<file path="src/rtl/demux_pkg.sv">
// rtl/demux_pkg.sv - shared constants and types for the 1-to-2 demux port buffer
//
// Purpose: select constants, queue depth and the occupancy count type used by
//          demux_fifo2 and demux_port_buffer.
// Ports:   none (package).
package demux_pkg;

    localparam logic PORT0  = 1'b0;
    localparam logic PORT1  = 1'b1;
    localparam int   QDEPTH = 2;

    // Occupancy 0..QDEPTH
    typedef logic [1:0] count_t;

    function automatic logic count_is_full(input count_t c);
        return c == count_t'(QDEPTH);
    endfunction

endpackage

</file>
<file path="src/rtl/demux_fifo2.sv">
// rtl/demux_fifo2.sv - 2-entry registered FIFO used as one demux output queue
//
// Purpose: per-port queue with 1-bit write/read pointers and a 0..2 count.
//          Head data comes straight from the storage registers (no bypass).
// Ports:
//   clock, reset        rising-edge clock, asynchronous active-high reset
//   push, push_data     write request and word (ignored when full)
//   full                queue holds QDEPTH words
//   pop_ready           consumer accepts the head word
//   valid, head_data    queue non-empty, word at the read pointer
module demux_fifo2
    import demux_pkg::*;
#(
    parameter int WIDTH = 8
) (
    input  logic             clock,
    input  logic             reset,
    input  logic             push,
    input  logic [WIDTH-1:0] push_data,
    output logic             full,
    input  logic             pop_ready,
    output logic             valid,
    output logic [WIDTH-1:0] head_data
);

    logic [WIDTH-1:0] mem_q [QDEPTH];
    logic             wr_ptr_q;
    logic             rd_ptr_q;
    count_t           count_q;
    count_t           count_d;
    logic             do_push;
    logic             do_pop;

    assign full      = count_is_full(count_q);
    assign valid     = (count_q != '0);
    assign head_data = mem_q[rd_ptr_q];

    // Guards keep the queue consistent even if a caller pushes while full
    // or pops while empty.
    assign do_push = push && !full;
    assign do_pop  = pop_ready && valid;

    always_comb begin
        count_d = count_q;
        if (do_push && !do_pop) begin
            count_d = count_q + 2'd1;
        end else if (!do_push && do_pop) begin
            count_d = count_q - 2'd1;
        end
    end

    always_ff @(posedge clock or posedge reset) begin
        if (reset) begin
            for (int i = 0; i < QDEPTH; i++) begin
                mem_q[i] <= '0;
            end
            wr_ptr_q <= 1'b0;
            rd_ptr_q <= 1'b0;
            count_q  <= '0;
        end else begin
            if (do_push) begin
                mem_q[wr_ptr_q] <= push_data;
                wr_ptr_q        <= ~wr_ptr_q;
            end
            if (do_pop) begin
                rd_ptr_q <= ~rd_ptr_q;
            end
            count_q <= count_d;
        end
    end

endmodule

</file>
<file path="src/rtl/demux_port_buffer.sv">
// rtl/demux_port_buffer.sv - 1-to-2 demultiplexer with a 2-entry queue per output port
//
// Purpose: accepts one word per in_valid/in_ready handshake and steers it by
//          in_select into the port 0 or port 1 queue; each port drains
//          independently over its own valid/ready handshake.
// Build option: DEMUX_BCAST_EN adds in_bcast, which writes both queues in one
//          handshake and is only accepted when neither queue is full.
// Ports:
//   clock, reset                      rising-edge clock, async active-high reset
//   in_valid, in_ready                producer handshake
//   in_select, in_data                destination (0/1) and word
//   in_bcast                          broadcast to both ports (DEMUX_BCAST_EN only)
//   out0_valid, out0_ready, out0_data port 0 consumer handshake and head word
//   out1_valid, out1_ready, out1_data port 1 consumer handshake and head word
module demux_port_buffer
    import demux_pkg::*;
#(
    parameter int WIDTH = 8
) (
    input  logic             clock,
    input  logic             reset,
    input  logic             in_valid,
    output logic             in_ready,
    input  logic             in_select,
    input  logic [WIDTH-1:0] in_data,
`ifdef DEMUX_BCAST_EN
    input  logic             in_bcast,
`endif
    output logic             out0_valid,
    input  logic             out0_ready,
    output logic [WIDTH-1:0] out0_data,
    output logic             out1_valid,
    input  logic             out1_ready,
    output logic [WIDTH-1:0] out1_data
);

    logic bcast;
    logic sel0;
    logic sel1;
    logic full0;
    logic full1;
    logic push0;
    logic push1;

`ifdef DEMUX_BCAST_EN
    assign bcast = in_bcast;
`else
    assign bcast = 1'b0;
`endif

    assign sel0 = bcast || (in_select == PORT0);
    assign sel1 = bcast || (in_select == PORT1);

    // Depends only on select/broadcast and registered fullness, so a stalled
    // consumer's ready can never reach the producer combinationally. A
    // broadcast needs room in both queues so it is never half-performed.
    always_comb begin
        in_ready = 1'b0;
        if (bcast) begin
            in_ready = !full0 && !full1;
        end else if (in_select == PORT1) begin
            in_ready = !full1;
        end else begin
            in_ready = !full0;
        end
    end

    assign push0 = in_valid && in_ready && sel0;
    assign push1 = in_valid && in_ready && sel1;

    demux_fifo2 #(.WIDTH(WIDTH)) u_q0 (
        .clock     (clock),
        .reset     (reset),
        .push      (push0),
        .push_data (in_data),
        .full      (full0),
        .pop_ready (out0_ready),
        .valid     (out0_valid),
        .head_data (out0_data)
    );

    demux_fifo2 #(.WIDTH(WIDTH)) u_q1 (
        .clock     (clock),
        .reset     (reset),
        .push      (push1),
        .push_data (in_data),
        .full      (full1),
        .pop_ready (out1_ready),
        .valid     (out1_valid),
        .head_data (out1_data)
    );

endmodule

</file>
<file path="config.mk">
export PLATFORM = sky130hd
export DESIGN_NAME = demux_port_buffer
export DESIGN_NICKNAME = d
export VERILOG_FILES = /design/src/rtl/demux_pkg.sv /design/src/rtl/demux_fifo2.sv /design/src/rtl/demux_port_buffer.sv
export SDC_FILE = /design/constraint.sdc
export NUM_CORES = 1
export LEC_CHECK = 0
export CAP_MARGIN = 10
export CORE_UTILIZATION = 40
export CTS_CLUSTER_SIZE = 14
export DETAILED_ROUTE_END_ITERATION = 8
export PLACE_DENSITY = 0.77
export SETUP_SLACK_MARGIN = 0.2
export SYNTH_ARGS = -nofsm -noshare
export SYNTH_HDL_FRONTEND = slang
export SYNTH_SLANG_ARGS = --single-unit
</file>
<file path="constraint.sdc">
create_clock -name clock -period 1.55 [get_ports clock]
set_clock_uncertainty 0.05 [all_clocks]
set_input_delay 0.31 -clock clock [delete_from_list [all_inputs] [get_ports clock]]
set_output_delay 0.31 -clock clock [all_outputs]
set_load 0.01 [all_outputs]
</file>
==> out/results.ini, run 1 <==
[outcome]
outcome=finished, violations left
failed_checks=setup timing

[pwr]
power_mw=6.648
power_density_nw_per_um2=2266
peakVddDrop_mv=1.369
power.leakage_nw=1.407

[grt]
antenna_found_initial=0
first_global_vias=1380
overflow=0
grt_max_degree=41
grt_pass1_wl_um=7134
grt.total_usage=0.1977

[clocking]
holdBufCountCts=0
cts_tree=built
root_buffer=clkbuf_8
h-tree-depth=2
clkLatencyLatePin_ns=0.30
clockBufferDepth=2
cts.sinks=40
cts.clk_slew.worst_paths_ns=0.08
numCtsBuffers=5

[routing]
drc_errors=0
wirelength_um=4466
drtIter0Drc=47
postRouteAntennaNets=0
num_vias=1252
wire_per_inst_um=17.86
dr.pass1.iters=4
viasPerCell=5.008

[logic_synthesis]
synth-edff-count=0
ys_seq_area_frac=0.5468
synthArstFlopShare=1.000
synthCells=122
yosysWarningCount=0
ys_ff_latch=40
synth_cell_types=21
syn_nets=138
syn_avg_cell_area_um2=15.00
synth_flop_cell=dfrtp_1
syn-cell-area_um2=1831

[floorplanning]
rows=24
dieArea_um2=4851
dieWidth_um=69.65
start_util=0.4175
coreArea_um2=4384
dieHeight_um=69.65
ios=33

[finish]
fin_util=0.6692
drive_above_1_share=0.6717
mostFrequentLayoutCell=mux2_4
n_antenna_cell=0
area_growth_pct=60.29
final_cell_mix=mux2_4, dfrtp_1, buf_6
nNetsFinal=213
fillers=288

[setup_path]
cp_top_family=flip-flops
arrival_ns=1.30
crit_type=reg -> out
cp_slowest_cell=dfrtp_2
worst_path_most_repeated_cell=buf_6
worst-path-max-fanout=5
r2r-start=u_q1.count_q[1]
cp-end-kind=primary output
cp-startpoint=u_q0.rd_ptr_q
cp.required_ns=1.19
path_cells=buf_6, mux2_2, buf_6
cp_slowest_stage_delay_ns=0.39
crit_buf_inv=2
start_kind=flip-flop

[sta]
final.setup.worst_slack_ns=-0.1099
setup_viol=42
layout_min_cycle_time_ns=1.660
fmax_mhz=602.4
hold_violations=0
worstMarginPinSlew_ns=0.2966
setup_tns_ns=-2.595
slew_violations=0
rsz0062_at_grt=true
relSlewSlack=0.8023
holdWs_ns=0.3146
fin_crit_sh=1.071

[placement]
dp_hpwl_um=2734
portBuffers=32
place_ws_ns=-0.4704
place.gp.congestion=0.7347

[min_path]
hold_class=in -> async

[flow_run]
cap_violations=0

through the flow:
step,cells,instance area (µm²)
final,250,2934
after global routing,250,2934
after CTS,245,2815
after detailed placement,224,2404
after global placement,224,2404
after floorplan,122,1857
metal layers:
layer	track usage	vias to the layer above	share of wire	wire length [µm]
met2	0.3323	26	0.53	2363
li1	-	574	-	-
met4	0.08889	0	0.021	96
met5	0	-	0	0
met1	0.2426	645	0.43	1905
met3	0.04506	7	0.023	101
cell usage after synthesis (2+ instances only):
cell      instances  area, µm²
ha_1              2      25.02
xor2_1            6      52.55
clkbuf_1          2      7.510
nor2_1            4      15.01
mux2_2           40      450.4
mux2_4            8      120.1
xnor2_1           4      35.03
nor2b_1           2      12.51
or2_2             2      12.51
nand2_1           2      7.510
dfrtp_1          40       1001
repair_timing:
item / in CTS / in global routing
setup endpoints to repair: 55 / 56
gates cloned: 0 / 0
gates resized for setup: 146 / 20
setup buffers: 13 / 5
pin swaps: 8 / 8
sequential cells by signal, indices dropped and copies added, names as in the netlist:
register / flops
u_q0.count_q: 2
u_q0.mem_q: 16
u_q0.wr_ptr_q: 1
u_q0.rd_ptr_q: 1
u_q1.mem_q: 16
u_q1.count_q: 2
u_q1.rd_ptr_q: 1
u_q1.wr_ptr_q: 1
worst paths after layout:
path / to / slack, ns / cells past startpoint
worst max-delay path: out0_data[3] / -0.11 / 3
worst min register to register: u_q0.mem_q[1] / 0.46 / 1
min in group clock: u_q0.mem_q[1] / 0.46 / 1
worst max register to register: u_q1.mem_q[2] / -0.10 / 5
worst min-delay path: u_q1.mem_q[15] / 0.31 / 3
max in group asynchronous: u_q1.rd_ptr_q / 0.92 / 3
area by class of cell:
cell class	count	area, µm²	area share
flip-flops and latches	40	1003	0.3420
clock buffers	6	72.57	0.02473
clock inverters	2	35.03	0.01194
repair buffers	71	713.2	0.2431
well taps	52	65.06	0.02217
multi-input cells	78	1041	0.3548
inverters	1	3.754	0.001279
tightest hold or removal path: stages:
cell and delay, ns:
clkdlybuf4s50_1 0.39, inv_1 0.09, buf_12 0.23
cells by family (layout without fill, tap and decap cells):
logic type | count (synthesis) | after routing | share of synthesized area
AOI/OAI and AO/OA | 1 | 1 | 0.002731
xor gates and xnor gates | 10 | 10 | 0.04784
adders and majority gates | 2 | 2 | 0.01367
buffers and inverters | 4 | 80 | 0.01230
DFF | 40 | 40 | 0.5468
muxes | 48 | 48 | 0.3117
and+or+nand+nor | 17 | 17 | 0.06494
power by group:
| part | internal [mW] | switching, mW |
|---|---|---|
| combinational | 2.54 | 1.30 |
| clock | 0.478 | 0.353 |
| sequential | 1.59 | 0.383 |
No activity file was read; power rests on OpenSTA's default activity.
==> run 2, diff against run 1 <==
--- a/config.mk
+++ b/config.mk
@@ -5,11 +5,14 @@
 export SDC_FILE = /design/constraint.sdc
 export NUM_CORES = 1
 export LEC_CHECK = 0
+export ABC_AREA = 0
 export CAP_MARGIN = 10
-export CORE_UTILIZATION = 40
+export CELL_PAD_IN_SITES_DETAIL_PLACEMENT = 0
+export CELL_PAD_IN_SITES_GLOBAL_PLACEMENT = 2
+export CORE_UTILIZATION = 32
 export CTS_CLUSTER_SIZE = 14
 export DETAILED_ROUTE_END_ITERATION = 8
-export PLACE_DENSITY = 0.77
+export PLACE_DENSITY = 0.85
 export SETUP_SLACK_MARGIN = 0.2
 export SYNTH_ARGS = -nofsm -noshare
 export SYNTH_HDL_FRONTEND = slang
==> out/results.ini, run 2 (same netlist as run 1, synthesis figures left out) <==
[sta]
slew_violations=0  ; unchanged
setup_viol=17  ; -60%
relSlewSlack=0.8472  ; +0.04486
hold_violations=0  ; unchanged
fmax_mhz=609.5  ; +1.2%
rsz0062_at_grt=true
worstMarginPinSlew_ns=0.2285  ; -0.06801 ns
layout_min_cycle_time_ns=1.641  ; -0.01913 ns
fin_crit_sh=1.059  ; -0.01234
final.setup.worst_slack_ns=-0.09081  ; +0.01913 ns

[finish]
nNetsFinal=204  ; -4.2%
mostFrequentLayoutCell=mux2_4
area_growth_pct=56.60
drive_above_1_share=0.6772  ; +0.005532
n_antenna_cell=0  ; unchanged
final_cell_mix=mux2_4, dfrtp_1, buf_6
fin_area_um2=2867  ; -2.3%
fin_util=0.5206  ; -0.1487
reg.largest.list=u_q0.mem_q: 16 flops, u_q1.mem_q: 16 flops

[grt]
grt-busiest-layer=met2
antenna_found_initial=0  ; unchanged
grt_pass1_wl_um=6913  ; -3.1%
use_met1=0.1807  ; -0.06194
overflow=0  ; unchanged
grt_max_degree=41  ; unchanged
grtUsageMet3=0.03765  ; -0.007411
grt_use_met2=0.2673  ; -0.06500
first_global_vias=1349  ; -2.2%
grt.total_usage=0.1530  ; -0.04468

[clocking]
h-tree-depth=2  ; unchanged
cts.clk_slew.worst_paths_ns=0.07  ; about the same
cts_tree=built
cts.sinks=40  ; unchanged
root_buffer=clkbuf_8
holdBufCountCts=0  ; unchanged
numCtsBuffers=5  ; unchanged
clockBufferDepth=2  ; unchanged
clkLatencyLatePin_ns=0.29  ; about the same

[routing]
dr.pass1.iters=4  ; unchanged
num_vias=1206  ; -3.7%
drc_errors=0  ; unchanged
wire_per_inst_um=16.35  ; -8.5%
viasPerCell=4.621  ; -7.7%
postRouteAntennaNets=0  ; unchanged
wirelength_um=4267  ; -4.5%
drtIter0Drc=37  ; -21%

[placement]
dp_hpwl_um=2739  ; +0.18%
place.gp.congestion=0.7311  ; -0.49%
placed_area_um2=2419  ; +0.62%
portBuffers=32  ; unchanged

[setup_path]
cp_slowest_cell=dfrtp_2
reg2reg_depth=6  ; +1
cp_slowest_stage_delay_ns=0.42  ; +0.03 ns
r2r-start=u_q1.count_q[1]
crit_type=reg -> out
r2r_end=u_q1.mem_q[8]
path_cells=buf_6, mux2_4, buf_6
arrival_ns=1.28  ; -0.02 ns
start_kind=flip-flop
r2r_slack_ns=0  ; +0.10 ns
cp.required_ns=1.19  ; about the same
cp-end-kind=primary output
worst-path-max-fanout=5  ; unchanged
worst_path_most_repeated_cell=buf_6

[floorplanning]
rows=27  ; +13%
dieWidth_um=77.63  ; +11%
ios=33  ; unchanged
dieHeight_um=77.63  ; +11%
start_util=0.3324  ; -0.08510
coreArea_um2=5507  ; +26%
dieArea_um2=6026  ; +24%

[pwr]
peakVddDrop_mv=0.8018  ; -41%
power_density_nw_per_um2=2191  ; -3.3%
power_mw=6.281  ; -5.5%
power.leakage_nw=1.352  ; -3.9%

[min_path]
hold_class=in -> async

[outcome]
outcome=finished, violations left
failed_checks=setup timing

[flow_run]
cap_violations=0  ; unchanged

run 2: cell types whose count changed in the layout (fill, tap and decap cells not counted), moves of 2 or more:
cell	previous run	this run
buf_4	21	15
buf_6	34	30
dfrtp_1	38	36
dfrtp_2	2	4
mux2_2	8	10
mux2_4	40	38
run 2: layer usage:
layer,part of all wire,vias up
met4,0.012,0
met1,0.42,624
met3,0.025,6
li1,-,557
met5,0,-
met2,0.54,19
run 2: worst max-delay path: cells and delay by family, from the launching register on:
kind                   cells  cell delay, ns
flip-flops                 1            0.42
buffers and inverters      2            0.26
multiplexers               1            0.30
run 2: metrics by stage:
step,instances,worst slack [ns],hold WS (ns),TNS [ns]
3_3_place_gp,241,-0.3944,0.4311,-16.06
4_1_cts,260,-0.09105,0.3170,-1.258
6_report,261,-0.09081,0.3128,-1.186
3_5_place_dp,241,-0.4250,0.4416,-17.34
5_1_grt,261,-0.1323,0.3270,-2.406
2_1_floorplan,122,0.03200,0.4083,0
run 2: layout make-up:
type	instances	area, µm²
sequential	40	1006
fill	484	2640
timing repair buffer	62	643.1
clock inverter	2	10.01
clock buffer	6	82.58
tap	72	90.09
inverter	1	3.754
multi-input combinational	78	1031
run 2: worst max path at each step:
stage	start	endpoint	slack [ns]	cells past startpoint
floorplan	u_q0.count_q[1]	u_q0.mem_q[10]	0.03	3
global placement	in_select	u_q0.mem_q[15]	-0.39	5
detailed placement	in_select	u_q0.count_q[1]	-0.42	6
CTS	u_q1.rd_ptr_q	out1_data[7]	-0.09	3
global route	u_q0.rd_ptr_q	out0_data[0]	-0.13	3
finish	u_q0.rd_ptr_q	out0_data[4]	-0.09	3
run 2: repair_timing:
item / in CTS / in global routing
setup endpoints to repair: 55 / 56
pin swaps: 11 / 8
gates resized for setup: 143 / 19
setup buffers: 11 / 1
gates cloned: 0 / 0
run 2: power breakdown:
part           internal [mW]  switching (mW)
logic                   2.39            1.21
registers               1.60           0.375
clock network          0.355           0.359
